**config.mk**
```make
export PLATFORM = sky130hd
export DESIGN_NAME = uart_host_loader
export DESIGN_NICKNAME = d
export VERILOG_FILES = /design/src/rtl/uart_defines.sv /design/src/rtl/uart_baud_gen.sv /design/src/rtl/uart_rx_phy.sv /design/src/rtl/uart_tx_phy.sv /design/src/rtl/uart_word_assembler.sv /design/src/rtl/uart_host_loader.sv
export SDC_FILE = /design/constraint.sdc
export NUM_CORES = 1
export LEC_CHECK = 0
export CORE_MARGIN = 5
export CORE_UTILIZATION = 41
export DETAILED_ROUTE_END_ITERATION = 6
export PLACE_DENSITY_LB_ADDON = 0.08
export SLEW_MARGIN = 10
export SYNTH_ARGS = -nofsm -noshare
export SYNTH_HDL_FRONTEND = slang
export SYNTH_SLANG_ARGS = --single-unit
export TNS_END_PERCENT = 20
```
**constraint.sdc**
```tcl
create_clock -name clk -period 3 [get_ports clk]
set_clock_uncertainty 0.05 [all_clocks]
set_input_delay 0.6 -clock clk [delete_from_list [all_inputs] [get_ports clk]]
set_output_delay 0.6 -clock clk [all_outputs]
set_load 0.01 [all_outputs]
```
**src/rtl/uart_defines.sv**
```systemverilog
// Shared constants, host FSM state type and frame helper
// for the host-side UART programming link.
package uart_defines;

  localparam logic [7:0] CMD_PROG  = 8'h50;
  localparam logic [7:0] CMD_START = 8'h53;
  localparam logic [7:0] RSP_ACK   = 8'h06;

  localparam logic [3:0] FRAME_LAST = 4'd8;

  typedef enum logic [2:0] {
    HS_IDLE,
    HS_FETCH,
    HS_LATCH,
    HS_SEND,
    HS_WAIT_ACK,
    HS_START,
    HS_WAIT_SACK,
    HS_RUN
  } host_state_t;

  // byte n of a program frame: command, then addr and data LSB first
  function automatic logic [7:0] prog_byte(
    input logic [3:0]  n,
    input logic [31:0] addr,
    input logic [31:0] data
  );
    logic [63:0] payload;
    logic [5:0]  sel;
    payload = {data, addr};
    sel     = {n[2:0] - 3'd1, 3'b000};
    return (n == 4'd0) ? CMD_PROG : payload[sel +: 8];
  endfunction

endpackage

```
**src/rtl/uart_baud_gen.sv**
```systemverilog
// Free-running 16x oversample tick generator.
// One tick every DIV clocks.
module uart_baud_gen #(
  parameter int DIV = 54
) (
  input  logic clk,
  input  logic rstn,
  output logic tick
);

  localparam int CW = (DIV > 1) ? $clog2(DIV) : 1;

  logic [CW-1:0] cnt;

  assign tick = (cnt == CW'(DIV - 1));

  always_ff @(posedge clk or negedge rstn) begin
    if (!rstn) begin
      cnt <= '0;
    end else if (tick) begin
      cnt <= '0;
    end else begin
      cnt <= cnt + CW'(1);
    end
  end

endmodule

```
**src/rtl/uart_rx_phy.sv**
```systemverilog
// 8N1 receiver, 16x oversampled, mid-bit sampling.
// Frames with a bad stop bit are dropped.
module uart_rx_phy (
  input  logic       clk,
  input  logic       rstn,
  input  logic       tick,
  input  logic       rx,
  output logic       rx_valid,
  output logic [7:0] rx_data
);

  logic [1:0] sync;
  logic       rxs;
  logic       busy;
  logic [3:0] tcnt;
  logic [3:0] bitn;
  logic [7:0] sh;

  assign rxs = sync[1];

  always_ff @(posedge clk or negedge rstn) begin
    if (!rstn) begin
      sync     <= 2'b11;
      busy     <= 1'b0;
      tcnt     <= '0;
      bitn     <= '0;
      sh       <= '0;
      rx_valid <= 1'b0;
      rx_data  <= '0;
    end else begin
      sync     <= {sync[0], rx};
      rx_valid <= 1'b0;
      if (!busy) begin
        if (!rxs) begin
          busy <= 1'b1;
          tcnt <= '0;
          bitn <= '0;
        end
      end else if (tick) begin
        tcnt <= tcnt + 4'd1;
        if (bitn == 4'd0) begin
          // re-check the start bit at its centre to reject glitches
          if (tcnt == 4'd7) begin
            if (rxs) begin
              busy <= 1'b0;
            end else begin
              tcnt <= '0;
              bitn <= 4'd1;
            end
          end
        end else if (tcnt == 4'd15) begin
          if (bitn == 4'd9) begin
            busy     <= 1'b0;
            rx_valid <= rxs;
            if (rxs) begin
              rx_data <= sh;
            end
          end else begin
            sh   <= {rxs, sh[7:1]};
            bitn <= bitn + 4'd1;
          end
        end
      end
    end
  end

endmodule

```
**src/rtl/uart_tx_phy.sv**
```systemverilog
// 8N1 transmitter, 16 ticks per bit.
// tx_ready is high only while no frame is in flight.
module uart_tx_phy (
  input  logic       clk,
  input  logic       rstn,
  input  logic       tick,
  input  logic       tx_valid,
  input  logic [7:0] tx_data,
  output logic       tx_ready,
  output logic       tx
);

  logic       busy;
  logic [9:0] sh;
  logic [3:0] tcnt;
  logic [3:0] bitn;

  assign tx_ready = !busy;
  assign tx       = busy ? sh[0] : 1'b1;

  always_ff @(posedge clk or negedge rstn) begin
    if (!rstn) begin
      busy <= 1'b0;
      sh   <= '1;
      tcnt <= '0;
      bitn <= '0;
    end else if (!busy) begin
      if (tx_valid) begin
        busy <= 1'b1;
        sh   <= {1'b1, tx_data, 1'b0};
        tcnt <= '0;
        bitn <= '0;
      end
    end else if (tick) begin
      tcnt <= tcnt + 4'd1;
      if (tcnt == 4'd15) begin
        if (bitn == 4'd9) begin
          busy <= 1'b0;
        end else begin
          sh   <= {1'b1, sh[9:1]};
          bitn <= bitn + 4'd1;
        end
      end
    end
  end

endmodule

```
**src/rtl/uart_word_assembler.sv**
```systemverilog
// Packs received bytes into 32-bit words, first byte in bits 7:0.
// word holds the last complete word between pulses.
module uart_word_assembler (
  input  logic        clk,
  input  logic        rstn,
  input  logic        clear,
  input  logic        byte_valid,
  input  logic [7:0]  byte_data,
  output logic [31:0] word,
  output logic        word_valid
);

  logic [1:0]  cnt;
  logic [23:0] sh;

  always_ff @(posedge clk or negedge rstn) begin
    if (!rstn) begin
      cnt        <= '0;
      sh         <= '0;
      word       <= '0;
      word_valid <= 1'b0;
    end else begin
      word_valid <= 1'b0;
      if (clear) begin
        cnt <= '0;
      end else if (byte_valid) begin
        cnt <= cnt + 2'd1;
        sh  <= {byte_data, sh[23:8]};
        if (cnt == 2'd3) begin
          word       <= {byte_data, sh};
          word_valid <= 1'b1;
        end
      end
    end
  end

endmodule

```
**src/rtl/uart_host_loader.sv**
```systemverilog
// Host end of the CPU UART link: streams a ROM image as acked
// program frames, sends start, then collects print words.
module uart_host_loader
  import uart_defines::*;
#(
  parameter int          IMG_WORDS   = 1024,
  parameter logic [31:0] BASE_ADDR   = 32'h0000_0000,
  parameter int          ACK_TIMEOUT = 2_000_000,
  parameter int          BAUD_DIV    = 54,
  localparam int         IDX_W       = (IMG_WORDS > 1) ? $clog2(IMG_WORDS) : 1
) (
  input  logic             clk,
  input  logic             rstn,
  input  logic             go,
  output logic             img_rd,
  output logic [IDX_W-1:0] img_idx,
  input  logic [31:0]      img_data,
  output logic             tx,
  input  logic             rx,
  output logic             busy,
  output logic             done,
  output logic             error,
  output logic             print_valid,
  output logic [31:0]      print_word
);

  localparam int TW = (ACK_TIMEOUT > 2) ? $clog2(ACK_TIMEOUT) : 1;

  logic       tick;
  logic       tx_valid;
  logic [7:0] tx_data;
  logic       tx_ready;
  logic       rx_valid;
  logic [7:0] rx_data;

  host_state_t      state, state_d;
  logic [IDX_W-1:0] idx, idx_d;
  logic [3:0]       bcnt, bcnt_d;
  logic [31:0]      data_q, data_d;
  logic [TW-1:0]    tmr;
  logic             err_d;
  logic             done_d;
  logic             asm_clr;
  logic             asm_byte;
  logic             ack;
  logic             bad;
  logic             expired;
  logic             waiting;
  logic [31:0]      addr;

  uart_baud_gen #(.DIV(BAUD_DIV)) u_baud (
    .clk  (clk),
    .rstn (rstn),
    .tick (tick)
  );

  uart_tx_phy u_tx (
    .clk      (clk),
    .rstn     (rstn),
    .tick     (tick),
    .tx_valid (tx_valid),
    .tx_data  (tx_data),
    .tx_ready (tx_ready),
    .tx       (tx)
  );

  uart_rx_phy u_rx (
    .clk      (clk),
    .rstn     (rstn),
    .tick     (tick),
    .rx       (rx),
    .rx_valid (rx_valid),
    .rx_data  (rx_data)
  );

  uart_word_assembler u_asm (
    .clk        (clk),
    .rstn       (rstn),
    .clear      (asm_clr),
    .byte_valid (asm_byte),
    .byte_data  (rx_data),
    .word       (print_word),
    .word_valid (print_valid)
  );

  assign addr     = BASE_ADDR + (32'(idx) << 2);
  assign ack      = rx_valid && (rx_data == RSP_ACK);
  assign bad      = rx_valid && !ack;
  assign expired  = (tmr == TW'(ACK_TIMEOUT - 1));
  assign asm_byte = rx_valid && (state == HS_RUN) && !go;
  assign img_idx  = idx;
  assign busy     = !(state == HS_IDLE || state == HS_RUN);

  // ack window opens once the last stop bit has left the line
  assign waiting  = (state == HS_WAIT_ACK || state == HS_WAIT_SACK)
                    && tx_ready;

  always_comb begin
    state_d  = state;
    idx_d    = idx;
    bcnt_d   = bcnt;
    data_d   = data_q;
    err_d    = error;
    done_d   = 1'b0;
    asm_clr  = 1'b0;
    img_rd   = 1'b0;
    tx_valid = 1'b0;
    tx_data  = CMD_PROG;
    unique case (state)
      HS_IDLE, HS_RUN: begin
        if (go) begin
          state_d = HS_FETCH;
          idx_d   = '0;
          err_d   = 1'b0;
          asm_clr = 1'b1;
        end
      end
      HS_FETCH: begin
        img_rd  = 1'b1;
        state_d = HS_LATCH;
      end
      HS_LATCH: begin
        data_d  = img_data;
        bcnt_d  = '0;
        state_d = HS_SEND;
      end
      HS_SEND: begin
        tx_valid = 1'b1;
        tx_data  = prog_byte(bcnt, addr, data_q);
        if (tx_ready) begin
          if (bcnt == FRAME_LAST) begin
            state_d = HS_WAIT_ACK;
          end else begin
            bcnt_d = bcnt + 4'd1;
          end
        end
      end
      HS_WAIT_ACK: begin
        if (ack) begin
          if (idx == IDX_W'(IMG_WORDS - 1)) begin
            state_d = HS_START;
          end else begin
            idx_d   = idx + IDX_W'(1);
            state_d = HS_FETCH;
          end
        end else if (bad || expired) begin
          err_d   = 1'b1;
          state_d = HS_IDLE;
        end
      end
      HS_START: begin
        tx_valid = 1'b1;
        tx_data  = CMD_START;
        if (tx_ready) begin
          state_d = HS_WAIT_SACK;
        end
      end
      HS_WAIT_SACK: begin
        if (ack) begin
          done_d  = 1'b1;
          state_d = HS_RUN;
        end else if (bad || expired) begin
          err_d   = 1'b1;
          state_d = HS_IDLE;
        end
      end
      default: state_d = HS_IDLE;
    endcase
  end

  always_ff @(posedge clk or negedge rstn) begin
    if (!rstn) begin
      state  <= HS_IDLE;
      idx    <= '0;
      bcnt   <= '0;
      data_q <= '0;
      error  <= 1'b0;
      done   <= 1'b0;
      tmr    <= '0;
    end else begin
      state  <= state_d;
      idx    <= idx_d;
      bcnt   <= bcnt_d;
      data_q <= data_d;
      error  <= err_d;
      done   <= done_d;
      if (!waiting) begin
        tmr <= '0;
      end else if (!expired) begin
        tmr <= tmr + TW'(1);
      end
    end
  end

endmodule
```
==> results of run 1 <==
-- final cells by class --
class,count,share of cell area (%)
Inverter,20,0.766
Clock buffer,18,4.27
Timing Repair Buffer,102,9.71
Clock inverter,14,1.52
Multi-Input combinational cell,539,35.8
Sequential cell,183,44.6
Tap cell,270,3.28
-- cell families (layout without fill, tap and decap cells) --
logic type                 after synthesis  in the layout  synth area share, %
AOI/OAI and AO/OA                      116            116                 8.52
xor gates and xnor gates                24             24                 2.47
adders and majority gates               14             14                 2.06
DFF                                    183            183                 54.0
buffers and inverters                   58            154                 2.74
and+or+nand+nor                        283            283                 15.8
muxes                                  102            102                 14.4
-- metal layers --
layer	up-vias	GRT usage [%]	routed length (um)
met3	6	3.37	612
met2	110	24.2	8260
li1	2912	-	-
met5	-	0	0
met4	0	3.24	112
met1	2936	21.3	8430
-- cells in the mapped netlist, types with 6 or more instances --
cell and instances:
a21oi_1 33, a31oi_1 6, and2_1 6, and3_1 9, clkbuf_1 29, dfrtp_1 172, dfstp_2 11, ha_1 14
inv_1 17, mux2_1 85, mux2i_1 8, mux4_2 8, nand2_1 126, nand3_1 26, nand4_1 7, nor2_1 48
nor3_1 9, nor4_1 7, o21ai_0 9, o21ai_1 27, o31ai_1 7, or3_1 8, or4_1 6, xnor2_1 14
xor2_1 10
-- power by group --
group	total [mW]	switching (mW)	internal, mW
logic	0.106	0.0580	0.0478
registers	2.47	0.00228	2.47
clock network	2.24	1.03	1.21
total	4.82	1.09	3.73
-- worst paths after layout --
path / endpoint / slack (ns) / cells after the start
max in group asynchronous: u_rx.busy / 1.98 / 2
min in group clk: u_rx.sync[1] / 0.31 / 0
max: busy / 0.22 / 4
min: u_asm.word[7] / 0.13 / 1
min reg2reg: u_rx.sync[1] / 0.31 / 0
max reg2reg: img_idx[0] / 0.46 / 6
-- stage by stage --
stage               instance area [um^2]  instances  power (mW)  setup WS, ns
finish                             10300       1146        4.82         0.218
global route                       10300       1146        5.01         0.119
CTS                                10300       1146        4.89         0.225
detailed placement                  9700       1114        2.63         0.217
global placement                    9700       1114        2.63         0.234
floorplan                           8510        780        2.52         0.396
-- layout by cell type, fill, tap and decap left out, drive strengths merged, types with 7 or more instances in the layout --
master	n
mux2i	8
xnor2	14
dfrtp	172
o31ai	7
nand3	26
nand2	126
and3	9
nor4	7
or4	7
clkbuf	18
inv	27
dfstp	11
xor2	10
nand4	7
o21ai	37
mux4	8
nor2	48
mux2	86
clkdlybuf4s50	82
buf	20
nor3	10
a21oi	33
ha	14
or3	8
-- flip-flops by register name (all words and copies together) (netlist names), 8 cells and up --
name          count
data_q           32
u_asm.word       32
u_tx.sh           9
img_idx          10
u_rx.sh           8
u_asm.sh         24
u_rx.rx_data      8
tmr              21
==> metrics.txt, run 1 <==
leakage=4.76 nW; Area contributors post-synth=dfrtp_1 51%, mux2_1 11%, nand2_1 5.6%; Post-synth EDFFs=0; CP max stage delay=0.55 ns; Num Clock Sinks=183; CTS Hold Bufs=0; RSZ-0062 raised after global routing=no; multi-input logic area=3690 um^2; fmax=359 MHz; FF/Latch Area=approximately 4600 um^2; Clock Pin Slew Worst Setup and Hold Paths=0.07 ns; Worst EP required=about 2.4 ns; Max-slew headroom=47.5%; IO Pins=84; area of the mapped netlist=8510 um^2; number of fill cells=1786; Yosys reg bits=~180; Post-Synthesis Cells=approximately 800; Top FF cell, synth=dfrtp_1; Worst Path Max Fanout=16; Setup crit start=state[1]; Pre-antenna DRT Iters=4; TritonCTS Buffers=17; post-route setup TNS=0 ns; CTS resizes=0; initial antenna violation count=0; synth warn=0; worst hold margin=between 0.1 and 0.15 ns; worst hold path class=in -> async; die footprint=23700 um^2; Initial Utilization=41.8%; grt ovf=0; largest net degree at the start of global routing=66; min Tclk post-route=around 2.8 ns; Top Family by Delay on Critical Path=buffers and inverters; fin nets=913; FF-to-FF Start=img_idx[0]; Slew Viols, Final=0; Clk Latency, worst-skew pair=0.42 ns; site row count=52; overall routing resource usage=15.1%; CP Cell Sequence=and2_1 > a21o_1 > inv_1 > clkdlybuf4s50_1; layout cells sized above 1=9.36%; DRC violations left=0; Final HPWL DP=about 12000 um; Vias=between 5k and 6k; I/O Buffers=83; measured slew at the worst slew-check pin=approximately 0.78 ns; post-layout util=approximately half; critical path class=reg -> out; Area growth, synth to finish=21.0%; clock buffer depth=2; CP startpoint kind=register; Via density=5.20; synthesized area per cell=approximately 11 um^2; clock tree from TritonCTS=built; post-synth top area cell=dfrtp_1; Post CTS Setup Buffer Count=0; Core Region=20400 um^2; status=completed; # setup viols final=0; vias in the first global route=around 6k; H-tree depth=4; initial DRC count=between 200 and 300; ant diodes=0; maximum capacitance violations=0; critical path capture point type=output pin; Final Hold Vio Count=0; Async SR Flop Fraction=100%; first-pass GRT wire length=30100 um; CP Buf/Inv Count=2; part of the cycle the worst path needs=between 90% and 100%; Synth top area share=between 50% and 60%; peak supply drop=between 0.3 and 0.4 mV; Slowest cell on crit path=dfrtp_1; GP Congestion=roughly 0.82; syn nets=830; Die Ht=154 um; WP data arrival=2.13 ns; root buffer cell=clkbuf_16; DIE WIDTH=154 um; Synth cell types=59; post-synthesis sequential area ratio=a little over half; Routed Antenna Nets=0; power density cells=approximately 470 nW/um^2; routed length per instance=15.2 um; Routed WL=17400 um
Note: power is estimated with default switching activity, not from simulation.
==> run 2: changes to the inputs <==
SKIP_CTS_REPAIR_TIMING = 1   (was not set)
SYNTH_HIERARCHICAL = 1   (was not set)
==> run 2 against run 1 <==
Utilization is 0.97 points lower. Non-clock buffer count is 4 lower. First-iteration DRC count is 2.6% higher. Largest cell class unchanged. Largest power group unchanged.
==> metrics.txt, run 2 <==
Max-slew headroom=53.0% (+5.5 points); WP data arrival=2.07 ns (-0.06 ns); Area growth, synth to finish=19.7%; post-place setup slack=0.208 ns (-0.00908 ns); grt ovf=0 (unchanged); post-synthesis sequential area ratio=52.9% (-1.1 points); peak supply drop=0.352 mV (-7.0%); # setup viols final=0 (unchanged); Slowest cell on crit path=clkdlybuf4s50_1; DIE WIDTH=156 um (+0.95%); CP max stage delay=0.61 ns (+0.06 ns); Routed Antenna Nets=0 (unchanged); syn nets=767 (-7.6%); Async SR Flop Fraction=100% (unchanged); routed length per instance=16.3 um (+7.3%); Pre-antenna DRT Iters=4 (unchanged); measured slew at the worst slew-check pin=0.700 ns (-0.0842 ns); Vias=5678 (-4.8%); Area contributors post-synth=dfrtp_1 50%, mux2_2 11%, mux2_4 3.5%; Routed WL=17800 um (+2.0%); H-tree depth=4 (unchanged); post-route setup TNS=0 ns (unchanged); worst hold path class=in -> async; critical path class=reg -> out; CP Cell Sequence=and3_1 > nor2_1 > clkdlybuf4s50_1; die footprint=24200 um^2 (+1.9%); most common cell after layout, fill and taps aside=dfrtp_1; post-layout util=49.6% (-0.97 points); Num Clock Sinks=183 (unchanged); part of the cycle the worst path needs=90.8% (-1.9 points); CP startpoint kind=register; site row count=53 (+1.9%); Yosys reg bits=183 (unchanged); Slew Viols, Final=0 (unchanged); critical path capture point type=output pin; Post-synth EDFFs=0 (unchanged); maximum capacitance violations=0 (unchanged); Core Region=21000 um^2 (+2.9%); RSZ-0062 raised after global routing=no; overall routing resource usage=15.5% (+0.40 points); final total power=7.01 mW (+46%); root buffer cell=clkbuf_16; Synth cell types=73 (+24%); leakage=4.65 nW (-2.3%); TritonCTS Buffers=17 (unchanged); first-pass GRT wire length=30600 um (+1.7%); commonest cells in the netlist=172 x dfrtp_1, 88 x mux2_2, 75 x nand2_1; ant diodes=0 (unchanged); Clk Latency, worst-skew pair=0.42 ns (about the same); Final Hold Vio Count=0 (unchanged); most frequent cells in the layout=172 x dfrtp_1, 88 x mux2_2, 82 x clkdlybuf4s50_1; initial antenna violation count=0 (unchanged); GP Congestion=0.792 (-3.2%); clock tree from TritonCTS=built; Post-Synthesis Cells=717 (-8.1%); fmax=367 MHz (+2.1%); IO Pins=84 (unchanged); Worst Path Max Fanout=14 (-2); Via density=5.21 (about the same); post-synth top area cell=dfrtp_1; fin nets=852 (-6.7%); vias in the first global route=6006 (+1.3%); synthesized area per cell=12.1 um^2 (+11%); power density cells=675 nW/um^2 (+44%); Top Family by Delay on Critical Path=buffers and inverters; most instantiated library cell after synthesis=dfrtp_1; min Tclk post-route=2.72 ns (-0.0574 ns); Final WS setup=0.275 ns (+0.0574 ns); Synth top area share=49.6% (-1.0 points); synth warn=6 (+6); largest net degree at the start of global routing=68 (+3.0%); Die Ht=156 um (+0.95%); I/O Buffers=83 (unchanged); Initial Utilization=41.4% (-0.35 points); Top FF cell, synth=dfrtp_1; CP Buf/Inv Count=1 (-1); Final HPWL DP=12800 um (+4.2%); layout cells sized above 1=23.4% (+14 points); Clock Pin Slew Worst Setup and Hold Paths=0.08 ns (about the same); status=completed; Worst EP required=2.35 ns (about the same); biggest regs=data_q: 32 flops, u_asm/word: 32 flops, u_asm/sh: 24 flops; initial DRC count=272 (+2.6%); worst hold margin=0.133 ns (+0.00473 ns); DRC violations left=0 (unchanged); area of the mapped netlist=8680 um^2 (+2.0%); clock buffer depth=2 (unchanged)
==> run 2: cell types whose count changed after synthesis, moves of 20 or more <==
cell | previous run | this run
nand2_1 | 126 | 75
mux2_1 | 85 | 2
mux2_2 | 1 | 88
mux2_4 | 0 | 20
clkbuf_1 | 29 | 9
o21ai_1 | 27 | 3
==> run 2: per-stage QoR <==
stage / std cells / instance area [um^2]
2_1_floorplan: 717 / 8680
3_3_place_gp: 1058 / 9800
3_5_place_dp: 1058 / 9800
4_1_cts: 1090 / 10400
5_1_grt: 1090 / 10400
6_report: 1090 / 10400
==> run 2: routing by layer <==
metal	wire length [um]	up-vias	part of all wire, %	track usage (%)
li1	-	2724	-	-
met1	8560	2864	48	21.7
met2	8480	77	48	24.9
met3	533	13	3.0	3.28
met4	202	0	1.1	4.00
met5	0	-	0	0
==> run 2: power breakdown <==
group | switching (mW) | internal [mW]
Combinational | 0.787 | 0.881
Sequential | 0.287 | 2.84
Clock | 1.09 | 1.13
Total | 2.16 | 4.85
==> run 2: kinds of logic (layout without fill, tap and decap cells) <==
group	Yosys count	in the layout	share of synthesized area, %
simple gates	226	226	13.7
xor+xnor	34	34	3.43
fa+ha+maj	14	14	2.02
flops	183	183	52.9
buf+inv	52	150	3.44
compound gates	78	78	5.94
mux	130	130	18.6
==> run 2: worst paths after layout <==
path	startpoint	end	slack [ns]	cells after the start
setup / recovery	state[0]	busy	0.28	3
hold / removal	rstn	img_idx[5]	0.13	1
setup reg to reg	state[0]	u_asm/word[20]	0.42	5
hold reg to reg	u_rx/sync[0]	u_rx/sync[1]	0.31	0
min in group clk	u_rx/sync[0]	u_rx/sync[1]	0.31	0
max in group asynchronous	rstn	u_rx/sh[5]	1.99	2
==> run 2: cell type report <==
class,instances,area [um^2]
multi-input combinational,482,3800
sequential,183,4590
fill,1891,10600
timing repair buffer,98,982
inverter,20,75.1
tap,275,344
clock inverter,15,170
clock buffer,17,425
